**config.mk**
```make
export PLATFORM = sky130hd
export DESIGN_NAME = cska_mp_seq_flat
export DESIGN_NICKNAME = d
export VERILOG_FILES = /design/src/rtl/cska_pkg.sv /design/src/rtl/cska_mp_seq_if.sv /design/src/rtl/cska.sv /design/src/rtl/cska_mp_seq.sv /design/src/flat_wrapper.sv
export SDC_FILE = /design/constraint.sdc
export NUM_CORES = 1
export LEC_CHECK = 0
export ABC_CLOCK_PERIOD_IN_PS = 7000
export CAP_MARGIN = 20
export CORE_MARGIN = 2
export CORE_UTILIZATION = 40
export DETAILED_ROUTE_END_ITERATION = 7
export PLACE_DENSITY = 0.71
export REMOVE_ABC_BUFFERS = 1
export SLEW_MARGIN = 20
export SYNTH_ARGS = -nofsm -noshare
export SYNTH_HDL_FRONTEND = slang
export SYNTH_SLANG_ARGS = --single-unit
```
**constraint.sdc**
```tcl
create_clock -name clk -period 7 [get_ports clk]
set_input_delay 1.4 -clock clk [delete_from_list [all_inputs] [get_ports clk]]
set_output_delay 1.4 -clock clk [all_outputs]
set_load 0.1 [all_outputs]
```
**src/rtl/cska_pkg.sv**
```systemverilog
// Shared constants for the multi-precision cska sequencer: byte width and FSM state encoding.
package cska_pkg;

    localparam int unsigned BYTE_W = 8;

    localparam logic [1:0] ST_IDLE = 2'd0;
    localparam logic [1:0] ST_RUN  = 2'd1;
    localparam logic [1:0] ST_DONE = 2'd2;

    typedef enum logic [1:0] {
        StIdle = ST_IDLE,
        StRun  = ST_RUN,
        StDone = ST_DONE
    } state_e;

endpackage

```
**src/rtl/cska_mp_seq_if.sv**
```systemverilog
// Command/result handshake bundle of the multi-precision sequencer.
interface cska_mp_seq_if #(
    parameter int unsigned NB = 4
) ();

    logic              in_valid;
    logic              in_ready;
    logic [8*NB-1:0]   op_a;
    logic [8*NB-1:0]   op_b;
    logic              op_cin;
    logic              op_sub;
    logic              out_valid;
    logic              out_ready;
    logic [8*NB-1:0]   res_sum;
    logic              res_cout;
    logic              res_ovf;
    logic              busy;

    modport master (
        output in_valid, op_a, op_b, op_cin, op_sub, out_ready,
        input  in_ready, out_valid, res_sum, res_cout, res_ovf, busy
    );

    modport slave (
        input  in_valid, op_a, op_b, op_cin, op_sub, out_ready,
        output in_ready, out_valid, res_sum, res_cout, res_ovf, busy
    );

endinterface

```
**src/rtl/cska.sv**
```systemverilog
// 8-bit carry-skip adder: two 4-bit ripple blocks, each bypassed when all its bits propagate.
module cska
    import cska_pkg::*;
(
    input  logic [BYTE_W-1:0] a,
    input  logic [BYTE_W-1:0] b,
    input  logic              cin,
    output logic [BYTE_W-1:0] s,
    output logic              cout
);

    localparam int unsigned BLK_W = 4;
    localparam int unsigned N_BLK = BYTE_W / BLK_W;

    logic [BYTE_W-1:0] p;
    logic [BYTE_W-1:0] g;

    assign p = a ^ b;
    assign g = a & b;

    always_comb begin
        logic c;
        logic c_blk;
        s     = '0;
        c_blk = cin;
        for (int blk = 0; blk < N_BLK; blk++) begin
            c = c_blk;
            for (int i = 0; i < BLK_W; i++) begin
                s[blk*BLK_W+i] = p[blk*BLK_W+i] ^ c;
                c = g[blk*BLK_W+i] | (p[blk*BLK_W+i] & c);
            end
            // A fully-propagating block passes its incoming carry straight through.
            c_blk = (&p[blk*BLK_W +: BLK_W]) ? c_blk : c;
        end
        cout = c_blk;
    end

endmodule

```
**src/rtl/cska_mp_seq.sv**
```systemverilog
// Multi-precision add/subtract sequencer: one byte per clock through a shared cska, LSB first,
// with the byte carry held in a register between steps.
module cska_mp_seq
    import cska_pkg::*;
#(
    parameter int unsigned NB = 4
) (
    input  logic          clk,
    input  logic          rst_n,
    cska_mp_seq_if.slave  bus
);

    localparam int unsigned W    = BYTE_W * NB;
    localparam int unsigned IDXW = $clog2(NB);
    localparam logic [IDXW-1:0] LAST_IDX = IDXW'(NB - 1);

    state_e state_q, state_d;

    logic [W-1:0]      a_q, b_q, sum_q;
    logic              carry_q, cout_q, ovf_q;
    logic [IDXW-1:0]   idx_q;

    logic [BYTE_W-1:0] a_byte, b_byte, s_byte;
    logic              s_cout;
    logic              in_ready, out_valid, busy;
    logic              accept, last;

    assign a_byte = a_q[idx_q*BYTE_W +: BYTE_W];
    assign b_byte = b_q[idx_q*BYTE_W +: BYTE_W];
    assign accept = bus.in_valid & in_ready;
    assign last   = (idx_q == LAST_IDX);

    cska u_cska (
        .a    (a_byte),
        .b    (b_byte),
        .cin  (carry_q),
        .s    (s_byte),
        .cout (s_cout)
    );

    always_ff @(posedge clk or negedge rst_n) begin
        if (!rst_n) begin
            state_q <= StIdle;
        end else begin
            state_q <= state_d;
        end
    end

    always_comb begin
        state_d = state_q;
        unique case (state_q)
            StIdle:  if (accept) state_d = StRun;
            StRun:   if (last) state_d = StDone;
            StDone:  if (bus.out_ready) state_d = StIdle;
            default: state_d = StIdle;
        endcase
    end

    always_comb begin
        in_ready  = (state_q == StIdle);
        out_valid = (state_q == StDone);
        busy      = (state_q != StIdle);
    end

    always_ff @(posedge clk or negedge rst_n) begin
        if (!rst_n) begin
            a_q     <= '0;
            b_q     <= '0;
            sum_q   <= '0;
            carry_q <= 1'b0;
            cout_q  <= 1'b0;
            ovf_q   <= 1'b0;
            idx_q   <= '0;
        end else if (accept) begin
            // Subtraction is A + ~B + 1: invert B once here, seed the carry with 1.
            a_q     <= bus.op_a;
            b_q     <= bus.op_sub ? ~bus.op_b : bus.op_b;
            carry_q <= bus.op_sub ? 1'b1 : bus.op_cin;
            sum_q   <= '0;
            idx_q   <= '0;
        end else if (state_q == StRun) begin
            sum_q[idx_q*BYTE_W +: BYTE_W] <= s_byte;
            carry_q <= s_cout;
            if (last) begin
                cout_q <= s_cout;
                ovf_q  <= (a_byte[BYTE_W-1] == b_byte[BYTE_W-1]) &
                          (s_byte[BYTE_W-1] != a_byte[BYTE_W-1]);
            end else begin
                idx_q <= idx_q + 1'b1;
            end
        end
    end

    assign bus.in_ready  = in_ready;
    assign bus.out_valid = out_valid;
    assign bus.busy      = busy;
    assign bus.res_sum   = sum_q;
    assign bus.res_cout  = cout_q;
    assign bus.res_ovf   = ovf_q;

endmodule

```
**src/flat_wrapper.sv**
```systemverilog
// flat-port wrapper written by rule: the top's interface ports become plain ports
module cska_mp_seq_flat import cska_pkg::*;
#(
    parameter int unsigned NB = 4
)
  (clk, rst_n, bus_in_valid, bus_op_a, bus_op_b, bus_op_cin, bus_op_sub, bus_out_ready, bus_in_ready, bus_out_valid, bus_res_sum, bus_res_cout, bus_res_ovf, bus_busy);
  cska_mp_seq_if #(.NB(NB)) bus_i ();
  input  logic clk;
  input  logic rst_n;
  input wire logic [$bits(bus_i.in_valid)-1:0] bus_in_valid;
  input wire logic [$bits(bus_i.op_a)-1:0] bus_op_a;
  input wire logic [$bits(bus_i.op_b)-1:0] bus_op_b;
  input wire logic [$bits(bus_i.op_cin)-1:0] bus_op_cin;
  input wire logic [$bits(bus_i.op_sub)-1:0] bus_op_sub;
  input wire logic [$bits(bus_i.out_ready)-1:0] bus_out_ready;
  output wire logic [$bits(bus_i.in_ready)-1:0] bus_in_ready;
  output wire logic [$bits(bus_i.out_valid)-1:0] bus_out_valid;
  output wire logic [$bits(bus_i.res_sum)-1:0] bus_res_sum;
  output wire logic [$bits(bus_i.res_cout)-1:0] bus_res_cout;
  output wire logic [$bits(bus_i.res_ovf)-1:0] bus_res_ovf;
  output wire logic [$bits(bus_i.busy)-1:0] bus_busy;
  assign bus_i.in_valid = bus_in_valid;
  assign bus_i.op_a = bus_op_a;
  assign bus_i.op_b = bus_op_b;
  assign bus_i.op_cin = bus_op_cin;
  assign bus_i.op_sub = bus_op_sub;
  assign bus_i.out_ready = bus_out_ready;
  assign bus_in_ready = bus_i.in_ready;
  assign bus_out_valid = bus_i.out_valid;
  assign bus_res_sum = bus_i.res_sum;
  assign bus_res_cout = bus_i.res_cout;
  assign bus_res_ovf = bus_i.res_ovf;
  assign bus_busy = bus_i.busy;
  cska_mp_seq #(.NB(NB)) u_core (.clk(clk), .rst_n(rst_n), .bus(bus_i));
endmodule
```
=== Word level (Yosys, flattened, before mapping) ===
Cells that the tools add are included.

* Bits in registers: 103
* Input port bits: 70
* Output and inout port bits: 37
* Logic and storage cells: 77

* $add $sub $neg: 2
* Eq/ne operators: 9
* Shift-type cells: 4
* Mux-type cells: 16
* Bitwise logic cells: 30
* Reductions and logical operators: 8

{| class="wikitable"
|+ Operators by type and width
! cell !! count
|-
| $mux 32 || 3
|-
| $shiftx 32x6->8 || 2
|-
| $neg 5->34 || 1
|-
| $shift 8x34->32 const A || 1
|-
| $shiftx 8x34->32 || 1
|-
| $bwmux 32 || 1
|-
| $not 32->32 || 1
|-
| $mux 2 || 6
|-
| $and 1x1->1 || 10
|-
| $and 8x8->8 || 1
|-
| $or 1x1->1 || 8
|-
| $reduce_and 4->1 || 2
|-
| $xor 1x1->1 || 8
|-
| $xor 8x8->8 || 1
|-
| $pmux 2 s3 || 1
|-
| $reduce_and 3->1 || 2
|-
| $mux 1 || 5
|-
| $eq 2x2->1 const B || 2
|-
| $ne 2x1->1 const B || 2
|-
| $ne 2x2->1 const B || 2
|-
| $reduce_bool 2->1 || 2
|-
| $add 2x1->2 const B || 1
|-
| $eq 2x1->1 const B || 1
|-
| $logic_not 2->1 || 1
|-
| other kinds (4) || 4
|}

=== Depth between registers and ports, before layout ===
Gate-level depths: netlist of run 1.

* Word-level depth: 22
* Depth in mapped cells: 18
* Mapped depth without buffers: 16

=== Cells and area by module ===
A second synthesis of run 1 with hierarchy kept.

* Cells, all modules: 384
* Area total of the unflattened synthesis: 4918.5 µm²

{| class="wikitable"
|+ Modules (own cells, without submodules)
! module !! instances !! cells an instance !! area each (µm²) !! seq. area each (µm²)
|-
| cska_mp_seq || 1 || 354 || 4585.6 || 2577.5
|-
| cska || 1 || 30 || 332.8 || 0.0
|}

=== Least setup slack after synthesis of run 1 ===
Ideal clock, no wire load.

* Path kind: register -> register
* Start: register u_core.idx_q[1]
* End: register u_core.sum_q[23], in the netlist u_core.bus.res_sum[23]
* Data arrival time: 4537 ps
* Required time: 6880 ps
* Setup slack: 2343 ps
* Cell stages (with the launch flop): 19
* Period minus slack after synthesis: 4657 ps
* Cells stage by stage: dfrtp_1 -> buf_2 -> buf_1 -> mux4_2 -> fa_1 -> inv_1 -> fa_1 -> fa_1 -> fa_1 -> inv_1 -> mux2i_1 -> fa_1 -> fa_1 -> fa_1 -> inv_1 -> fa_1 -> inv_1 -> a2bb2oi_1 -> nor2_1

* Cells in the longest elaborated chain, start to end: 22
* Elaborated cells between the ends (all ways): 34

{| class="wikitable"
|+ RTL lines
! what !! RTL line !! text
|-
| start, declared || cska_mp_seq.sv:21 || <nowiki>logic [IDXW-1:0] idx_q;</nowiki>
|-
| start signal, assigned || cska_mp_seq.sv:89 || <nowiki>idx_q <= idx_q + 1'b1;</nowiki>
|-
| $shiftx 32x6->8, on equally long branches || cska_mp_seq.sv:28, cska_mp_seq.sv:29 ||
|-
| $xor 8x8->8 || cska.sv:18 || <nowiki>assign p = a ^ b;</nowiki>
|-
| $and 1x1->1 || cska.sv:30 || <nowiki>c = g[blk*BLK_W+i] | (p[blk*BLK_W+i] & c);</nowiki>
|-
| $or 1x1->1 || cska.sv:30 ||
|-
| $and 1x1->1 || cska.sv:30 ||
|-
| $or 1x1->1 || cska.sv:30 ||
|-
| $and 1x1->1 || cska.sv:30 ||
|-
| $or 1x1->1 || cska.sv:30 ||
|-
| [... 6 more ...] || - ||
|-
| $or 1x1->1 || cska.sv:30 ||
|-
| $and 1x1->1 || cska.sv:30 ||
|-
| $or 1x1->1 || cska.sv:30 ||
|-
| $xor 1x1->1 || cska.sv:29 || <nowiki>s[blk*BLK_W+i] = p[blk*BLK_W+i] ^ c;</nowiki>
|-
| $shiftx 8x34->32 || cska_mp_seq.sv:82 || <nowiki>sum_q[idx_q*BYTE_W +: BYTE_W] <= s_byte;</nowiki>
|-
| $bwmux 32 (*) || cska_mp_seq.sv:82 ||
|-
| $mux 32 (*) || cska_mp_seq.sv:81 || <nowiki>end else if (state_q == StRun) begin</nowiki>
|-
| $mux 32 (*) || cska_mp_seq.sv:74 || <nowiki>end else if (accept) begin</nowiki>
|-
| end signal, assigned by index || cska_mp_seq.sv:82 ||
|-
| end, declared || cska_mp_seq.sv:19 || <nowiki>logic [W-1:0] a_q, b_q, sum_q;</nowiki>
|}

Every way passes the cells marked *; elsewhere a longest branch is shown, timed or not. The select of a mux whose other input is x is not followed.
A chain may end at the register's enable or synchronous reset.

=== Worst setup path after layout of run 1 ===
Ends and elaborated chain as after synthesis.

==> out/metrics.yaml, run 1 <==
status: "complete, no violations"
yosysTopAreaCell: "dfrtp_1"
first_pass_iters: 4
post-cts-setup-buffer-count: 0
cts.sinks: 103
ctsHtreeMaxLevel: 3
die_area_um2: 13600
crit_path_start_kind: "flip-flop"
fin_skew_ns: 0.00905
fin_nets: 605
yosysMostFrequentCell: "dfrtp_1"
synth-seq-cells: 103
cts_tree: "yes"
design_area_um2: 6520
required_ns: 7.21
pin_count: 107
initial_core_util_pct: 40.6
gp_congestion: 0.785
synth_edf_count: 0
multi_input_area_um2: 2220
hpwl_mm: 8.20
clk_latency_ns: 0.35
fmaxAchievable_mhz: 196
drive_gt1_share_pct: 16.0
slew_violations: 0
drc: 0
async_reset_ff_share_pct: 100
use_met3_pct: 2.85
post_cts_resized: 0
grt_pass1_wl_mm: 17.8
port_buffers: 106
setup_tns_ns: 0
synth_area_leaders: "dfrtp_1 (51%), mux2_2 (7.5%), mux4_2 (6.6%)"
ant_nets: 0
postPlaceCellArea_um2: 6170
syn_to_final_growth_pct: 28.2
chipHeight_um: 117
slowest_stage: "dfrtp_1"
slew_headroom_pct: 34.1
cp_common_cell: "fa_1"
syn_area_per_cell_um2: 12.2
hold_path_class: "flip-flop to flip-flop"
path_max_fanout: 21
critical_path.cell_chain: "mux4_2 > fa_1 > inv_1 > fa_1 > fa_1 > fa_1 > inv_1 > mux2i_1 > fa_1 > fa_1 > fa_1 > inv_1 > fa_1 > inv_1 > a2bb2oi_1 > nor2_1"
antenna_found_initial: 0
viasPerCell: 4.97
coreArea_um2: 12500
syn_inst: 418
setup_violations: 0
worstMarginPinSlew_ns: 0.986
gr-total-overflow: 0
wl_per_cell_um: 16.0
yosysTopAreaCellShare_pct: 50.7
synth_ff_type: "dfrtp_1"
synth_commonest_cells: "dfrtp_1 (103), nor2_1 (43), mux2_2 (34), xnor2_1 (33), a21oi_1 (32)"
finalHoldViolCount: 0
die_w_um: 117
use_met1_pct: 21.6
dr.first_iter.drc_count: 247
fin_crit_ns: 5.10
rsz0062_at_grt: "false"
critPathKind: "flip-flop to flip-flop"
worstPathArrival_ns: 5.31
root_buffer: "clkbuf_16"
max_stage_delay_ns: 0.93
ys_seq_area_share_pct: 50.7
cts_buffer_depth: 2
n_fill_cell: 1131
netlist_area_um2: 5080
endpoint_kind: "flip-flop"
cts_hold_buf: 0
grt_usage_pct: 17.2
min_period_over_period_pct: 72.8
wl_mm: 11.1
rows: 41
synth_cell_types: 37
grt_start_max_net_pins: 68
vias: 3437
grt_pass1_vias: 3580
yosysWarningCount: 0
cts_buffers: 9
seqCellArea_um2: 2580
busiest_layer: "met2"
diodes: 0
grt_util_met2_pct: 29.4
cts.clk_slew.worst_paths_ns: 0.07
max-cap-violations: 0
-- cell usage in the layout, fill, tap and decap left out, types with 4 or more instances in the layout --
| master | count |
|---|---|
| mux2_2 | 34 |
| ha_1 | 12 |
| fa_1 | 8 |
| mux4_2 | 15 |
| o21ai_0 | 18 |
| nor2_1 | 43 |
| dfrtp_1 | 103 |
| nand2_1 | 30 |
| xnor2_1 | 33 |
| nand4_1 | 4 |
| buf_4 | 4 |
| o21ai_2 | 8 |
| clkdlybuf4s50_1 | 104 |
| a2bb2oi_1 | 8 |
| inv_1 | 21 |
| clkbuf_16 | 9 |
| a21oi_1 | 32 |
-- metrics by stage --
step	setup WS, ns	hold WS, ns	instances	util (%)
after floorplan	2.14	0.472	395	-
after global placement	2.06	0.461	676	49.3
after detailed placement	1.90	0.469	676	49.3
after CTS	1.90	0.484	692	52.0
after global routing	1.64	0.498	692	52.0
final	1.90	0.478	692	52.0
-- worst paths after layout --
path / start / to / slack (ns) / depth (start not counted)
max: u_core.idx_q[1]$_DFFE_PN0P_ / u_core.bus.res_sum[23]$_DFFE_PN0P_ / 1.90 / 16
min in group asynchronous: rst_n / u_core.bus.res_sum[9]$_DFFE_PN0P_ / 1.00 / 1
max reg2reg: u_core.idx_q[1]$_DFFE_PN0P_ / u_core.bus.res_sum[23]$_DFFE_PN0P_ / 1.90 / 16
min reg2reg: u_core.bus.res_sum[5]$_DFFE_PN0P_ / u_core.bus.res_sum[5]$_DFFE_PN0P_ / 0.48 / 2
min: u_core.bus.res_sum[5]$_DFFE_PN0P_ / u_core.bus.res_sum[5]$_DFFE_PN0P_ / 0.48 / 2
max in group asynchronous: rst_n / u_core.bus.res_cout$_DFFE_PN0P_ / 4.78 / 2
-- worst max-delay path, delay by kind of cell (launching register included) --
family / cells / cell delay (ns)
flops: 1 / 0.93
buf+inv: 4 / 0.35
fa+ha+maj: 8 / 2.95
mux: 2 / 0.49
simple gates: 1 / 0.06
compound gates: 1 / 0.19
-- cell families after synthesis --
logic type / Yosys count / share of synthesized area (%)
mux: 51 / 14.9
buf+inv: 45 / 5.69
simple gates: 88 / 7.31
fa+ha+maj: 20 / 6.10
flops: 103 / 50.7
xor+xnor: 33 / 5.69
compound gates: 78 / 9.62
-- layer usage --
layer | vias up | wire (µm)
met3 | 18 | 542
met1 | 1687 | 4750
met4 | 0 | 262
met5 | - | 0
met2 | 111 | 5550
li1 | 1621 | -
-- flip-flops by register name, summed over array words and instances (netlist names) --
register	flops
u_core.bus.res_cout	1
u_core.a_q	32
u_core.state_q	2
u_core.idx_q	2
u_core.bus.res_sum	32
u_core.b_q	32
u_core.bus.res_ovf	1
u_core.carry_q	1
-- area by class of cell --
cell class	count	share of cell area (%)
clock buffers	10	3.67
clock inverters	6	1.65
inverters	22	1.27
multi-input cells	270	34.0
flip-flops and latches	103	39.6
well taps	172	3.30
repair buffers	109	16.5
Power of run 1 is not shown: default switching activity piles up to over one toggle a cycle in this logic, so the estimate is an artifact.
==> run 2: changes to the inputs <==
--- a/config.mk
+++ b/config.mk
@@ -5,7 +5,7 @@
 export SDC_FILE = /design/constraint.sdc
 export NUM_CORES = 1
 export LEC_CHECK = 0
-export ABC_CLOCK_PERIOD_IN_PS = 7000
+export ABC_CLOCK_PERIOD_IN_PS = 4850
 export CAP_MARGIN = 20
 export CORE_MARGIN = 2
 export CORE_UTILIZATION = 40
==> constraint.sdc (replaced) <==
create_clock -name clk -period 4.85 [get_ports clk]
set_input_delay 0.97 -clock clk [delete_from_list [all_inputs] [get_ports clk]]
set_output_delay 0.97 -clock clk [all_outputs]
set_load 0.1 [all_outputs]
==> out/metrics.yaml, run 2 (synthesis results as in run 1) <==
fin_crit_ns: 4.59
hold_path_class: "flip-flop to flip-flop"
post-cts-setup-buffer-count: 0
post-route-util_pct: 51.8
fin_nets: 609
fmaxAchievable_mhz: 218
setup_violations: 0
required_ns: 5.04
cpLargestDelayFamily: "adder cells"
ant_nets: 0
endpoint_kind: "flip-flop"
viasPerCell: 4.96
cts.clk_slew.worst_paths_ns: 0.07
status: "complete, no violations"
grt_usage_pct: 17.6
slew_headroom_pct: 33.6
wl_mm: 11.3
die_area_um2: 13600
rows: 41
clk_latency_ns: 0.34
cts_buffer_depth: 2
root_buffer: "clkbuf_16"
vias: 3452
syn_to_final_growth_pct: 27.7
drive_gt1_share_pct: 16.8
cts.sinks: 103
grt_pass1_vias: 3654
drc: 0
slowest_stage: "dfrtp_2"
port_buffers: 106
cts_tree: "yes"
min_period_over_period_pct: 94.7
antenna_found_initial: 0
worstMarginPinSlew_ns: 0.992
cts_buffers: 9
path_max_fanout: 6
slew_violations: 0
worstPathArrival_ns: 4.78
first_pass_iters: 4
pin_count: 107
setup_tns_ns: 0
design_area_um2: 6490
layoutNonFillerInstCount: 696
gp_congestion: 0.805
cts_hold_buf: 0
cp_common_cell: "fa_1"
dp_cells: 680
grt_start_max_net_pins: 91
n_fill_cell: 1130
ctsHtreeMaxLevel: 3
final_common_cell: "clkdlybuf4s50_1"
crit_path_start_kind: "flip-flop"
hpwl_mm: 8.22
critical_path_buf_inv_count: 4
grt_pass1_wl_mm: 18.3
max_stage_delay_ns: 0.47
fin_skew_ns: 0.00794
rsz0062_at_grt: "false"
postPlaceCellArea_um2: 6200
critPathKind: "flip-flop to flip-flop"
critical_path.cell_chain: "mux4_2 > fa_1 > inv_1 > fa_1 > fa_1 > fa_1 > inv_1 > mux2i_1 > fa_1 > fa_1 > fa_1 > inv_1 > fa_1 > inv_2 > a2bb2oi_1 > nor2_1"
dr.first_iter.drc_count: 247
die_w_um: 117
final_cell_mix: "clkdlybuf4s50_1 (104), dfrtp_1 (102), nor2_1 (43), mux2_2 (34), xnor2_1 (33)"
diodes: 0
initial_core_util_pct: 40.6
gr-total-overflow: 0
coreArea_um2: 12500
finalHoldViolCount: 0
chipHeight_um: 117
wl_per_cell_um: 16.2
max-cap-violations: 0
run 2: cell count changes in the layout (fill, tap and decap cells not counted), sizes merged:
cell    before  now
bufinv       3    1
buf          5    9
clkinv       2    4
run 2: worst min-delay path, cell delays in order (launching register included):
cell	delay [ns]
dfrtp_1	0.34
nand2_1	0.04
o21ai_0	0.06
run 2: final cells by class:
type                            count  area (µm²)  area share, %
Clock inverter                      6        61.3          0.945
Clock buffer                       10         229           3.53
Sequential cell                   103        2580           39.7
Inverter                           22        82.6           1.27
Tap cell                          172         215           3.32
Timing Repair Buffer              113        1110           17.0
Multi-Input combinational cell    270        2220           34.2
run 2: metrics by stage:
stage / setup WS (ns) / hold WS, ns
2_1_floorplan: -0.00582 / 0.472
3_3_place_gp: 0.292 / 0.462
3_5_place_dp: 0.169 / 0.465
4_1_cts: 0.156 / 0.480
5_1_grt: 0.0133 / 0.498
6_report: 0.256 / 0.478
run 2: what timing repair did:
item,in CTS,in global routing
gates resized for setup,0,2
setup endpoints to repair,0,1
endpoints found under the hold margin,0,0
run 2: layer usage:
layer | global-route usage [%] | vias to the layer above | share of wire, %
li1 | - | 1630 | -
met1 | 22.1 | 1720 | 44
met2 | 30.4 | 84 | 50
met3 | 3.06 | 18 | 3.5
met4 | 6.98 | 0 | 2.5
met5 | 0 | - | 0
run 2: final timing paths:
path | startpoint | end | slack [ns] | cells past startpoint
max | u_core.idx_q[0]$_DFFE_PN0P_ | u_core.bus.res_sum[23]$_DFFE_PN0P_ | 0.26 | 16
min | u_core.bus.res_sum[11]$_DFFE_PN0P_ | u_core.bus.res_sum[11]$_DFFE_PN0P_ | 0.48 | 2
max reg2reg | u_core.idx_q[0]$_DFFE_PN0P_ | u_core.bus.res_sum[23]$_DFFE_PN0P_ | 0.26 | 16
min reg2reg | u_core.bus.res_sum[11]$_DFFE_PN0P_ | u_core.bus.res_sum[11]$_DFFE_PN0P_ | 0.48 | 2
max in group asynchronous | rst_n | u_core.bus.res_sum[11]$_DFFE_PN0P_ | 3.10 | 2
min in group asynchronous | rst_n | u_core.a_q[1]$_DFFE_PN0P_ | 0.76 | 1
Power of run 2 is left out for the same reason.
==> run 3: changes to the inputs <==
--- a/config.mk
+++ b/config.mk
@@ -10,7 +10,8 @@
 export CORE_MARGIN = 2
 export CORE_UTILIZATION = 40
 export DETAILED_ROUTE_END_ITERATION = 7
-export PLACE_DENSITY = 0.71
+export DONT_BUFFER_PORTS = 1
+export PLACE_DENSITY = 0.6
 export REMOVE_ABC_BUFFERS = 1
 export SLEW_MARGIN = 20
 export SYNTH_ARGS = -nofsm -noshare
==> out/metrics.yaml, run 3 (synthesis results as in run 1) <==
status: "complete, no violations"
fin_nets: 504
cts_tree: "yes"
chipHeight_um: 117
gr-total-overflow: 0
rsz0062_at_grt: "false"
min_period_over_period_pct: 93.6
cts_buffers: 9
coreArea_um2: 12500
cts_buffer_depth: 2
wl_mm: 10.8
root_buffer: "clkbuf_16"
grt_start_max_net_pins: 104
die_w_um: 117
vias: 3030
rows: 41
finalHoldViolCount: 0
setup_violations: 0
hpwl_mm: 7.76
slew_headroom_pct: 28.5
drive_gt1_share_pct: 21.2
ant_nets: 0
whs_ns: 0.309
ctsHtreeMaxLevel: 3
critPathKind: "flip-flop to flip-flop"
pin_count: 107
cts.sinks: 103
wl_per_cell_um: 18.2
cts.clk_slew.worst_paths_ns: 0.07
hold_path_class: "input pin to asynchronous set/reset pin"
fmaxAchievable_mhz: 220
max-cap-violations: 0
postPlaceCellArea_um2: 5140
final_common_cell: "dfrtp_1"
die_area_um2: 13600
crit_path_start_kind: "flip-flop"
fin_crit_ns: 4.54
gp_congestion: 0.782
initial_core_util_pct: 40.6
grt_pass1_vias: 3230
fin_skew_ns: 0.00739
final_cell_mix: "dfrtp_1 (101), nor2_1 (42), mux2_2 (34), xnor2_1 (33), a21oi_1 (32)"
dr.first_iter.drc_count: 110
endpoint_kind: "flip-flop"
first_pass_iters: 4
antenna_found_initial: 1
grt_pass1_wl_mm: 17.3
design_area_um2: 5510
port_buffers: 0
worstMarginPinSlew_ns: 1.07
path_max_fanout: 6
grt_usage_pct: 16.8
drc: 0
slew_violations: 0
clk_latency_ns: 0.35
viasPerCell: 5.12
worstPathArrival_ns: 4.74
required_ns: 5.05
syn_to_final_growth_pct: 8.34
run 3: cell count changes in the layout (fill, tap and decap cells not counted), sizes merged:
| cell | change |
|---|---|
| diode | +1 |
| clkinv | -4 |
| buf | -1 |
| clkbuf | +1 |
| clkinvlp | +1 |
| clkdlybuf4s50 | -104 |
| bufinv | +2 |
run 3: metal layers:
metal	global-route usage, %	part of all wire [%]	up-vias
met5	0	0	-
li1	-	-	1414
met2	26.8	48	91
met4	4.71	1.0	0
met3	8.10	9.3	9
met1	20.5	42	1516
run 3: critical path: stages (launching register included):
cell and delay (ns):
dfrtp_2 0.47, mux4_2 0.39, fa_1 0.18, inv_1 0.05
fa_1 0.37, fa_1 0.38, fa_1 0.36, inv_1 0.06
mux2i_1 0.09, fa_1 0.40, fa_1 0.39, fa_1 0.37
inv_1 0.08, fa_1 0.46, inv_2 0.12, a2bb2oi_1 0.17
nor2_1 0.05
run 3: cell type report:
| type | instances | area [µm²] |
|---|---|---|
| Antenna cell | 1 | 2.50 |
| Clock buffer | 11 | 243 |
| Clock inverter | 5 | 105 |
| Fill cell | 1206 | 7010 |
| Inverter | 22 | 82.6 |
| Multi-Input combinational cell | 270 | 2220 |
| Sequential cell | 103 | 2580 |
| Tap cell | 172 | 215 |
| Timing Repair Buffer | 8 | 60.1 |
run 3: path summary, 6_finish.rpt:
check / start / endpoint / slack, ns / cells after the start
worst max-delay path: u_core.idx_q[0]$_DFFE_PN0P_ / u_core.bus.res_sum[23]$_DFFE_PN0P_ / 0.31 / 16
worst min register to register: u_core.a_q[15]$_DFFE_PN0P_ / u_core.a_q[15]$_DFFE_PN0P_ / 0.50 / 1
worst min-delay path: rst_n / u_core.bus.res_sum[5]$_DFFE_PN0P_ / 0.31 / 0
max in group asynchronous: rst_n / u_core.a_q[20]$_DFFE_PN0P_ / 4.42 / 0
worst max register to register: u_core.idx_q[0]$_DFFE_PN0P_ / u_core.bus.res_sum[23]$_DFFE_PN0P_ / 0.31 / 16
min in group clk: u_core.a_q[15]$_DFFE_PN0P_ / u_core.a_q[15]$_DFFE_PN0P_ / 0.50 / 1
run 3: timing repair:
item	in CTS	in global routing
endpoints found under the setup margin	0	1
gates resized for setup	0	3
hold buffers	0	0
setup buffers	0	2
run 3: per-stage QoR:
| stage | TNS (ns) | setup WS, ns | instances | util [%] |
|---|---|---|---|---|
| 2_1_floorplan | -0.00582 | -0.00582 | 395 | - |
| 3_3_place_gp | 0 | 0.244 | 573 | 41.1 |
| 3_5_place_dp | 0 | 0.146 | 573 | 41.1 |
| 4_1_cts | 0 | 0.140 | 589 | 43.8 |
| 5_1_grt | 0 | 0.0343 | 592 | 44.0 |
| 6_report | 0 | 0.310 | 592 | 44.0 |
Power of run 3 is left out for the same reason.
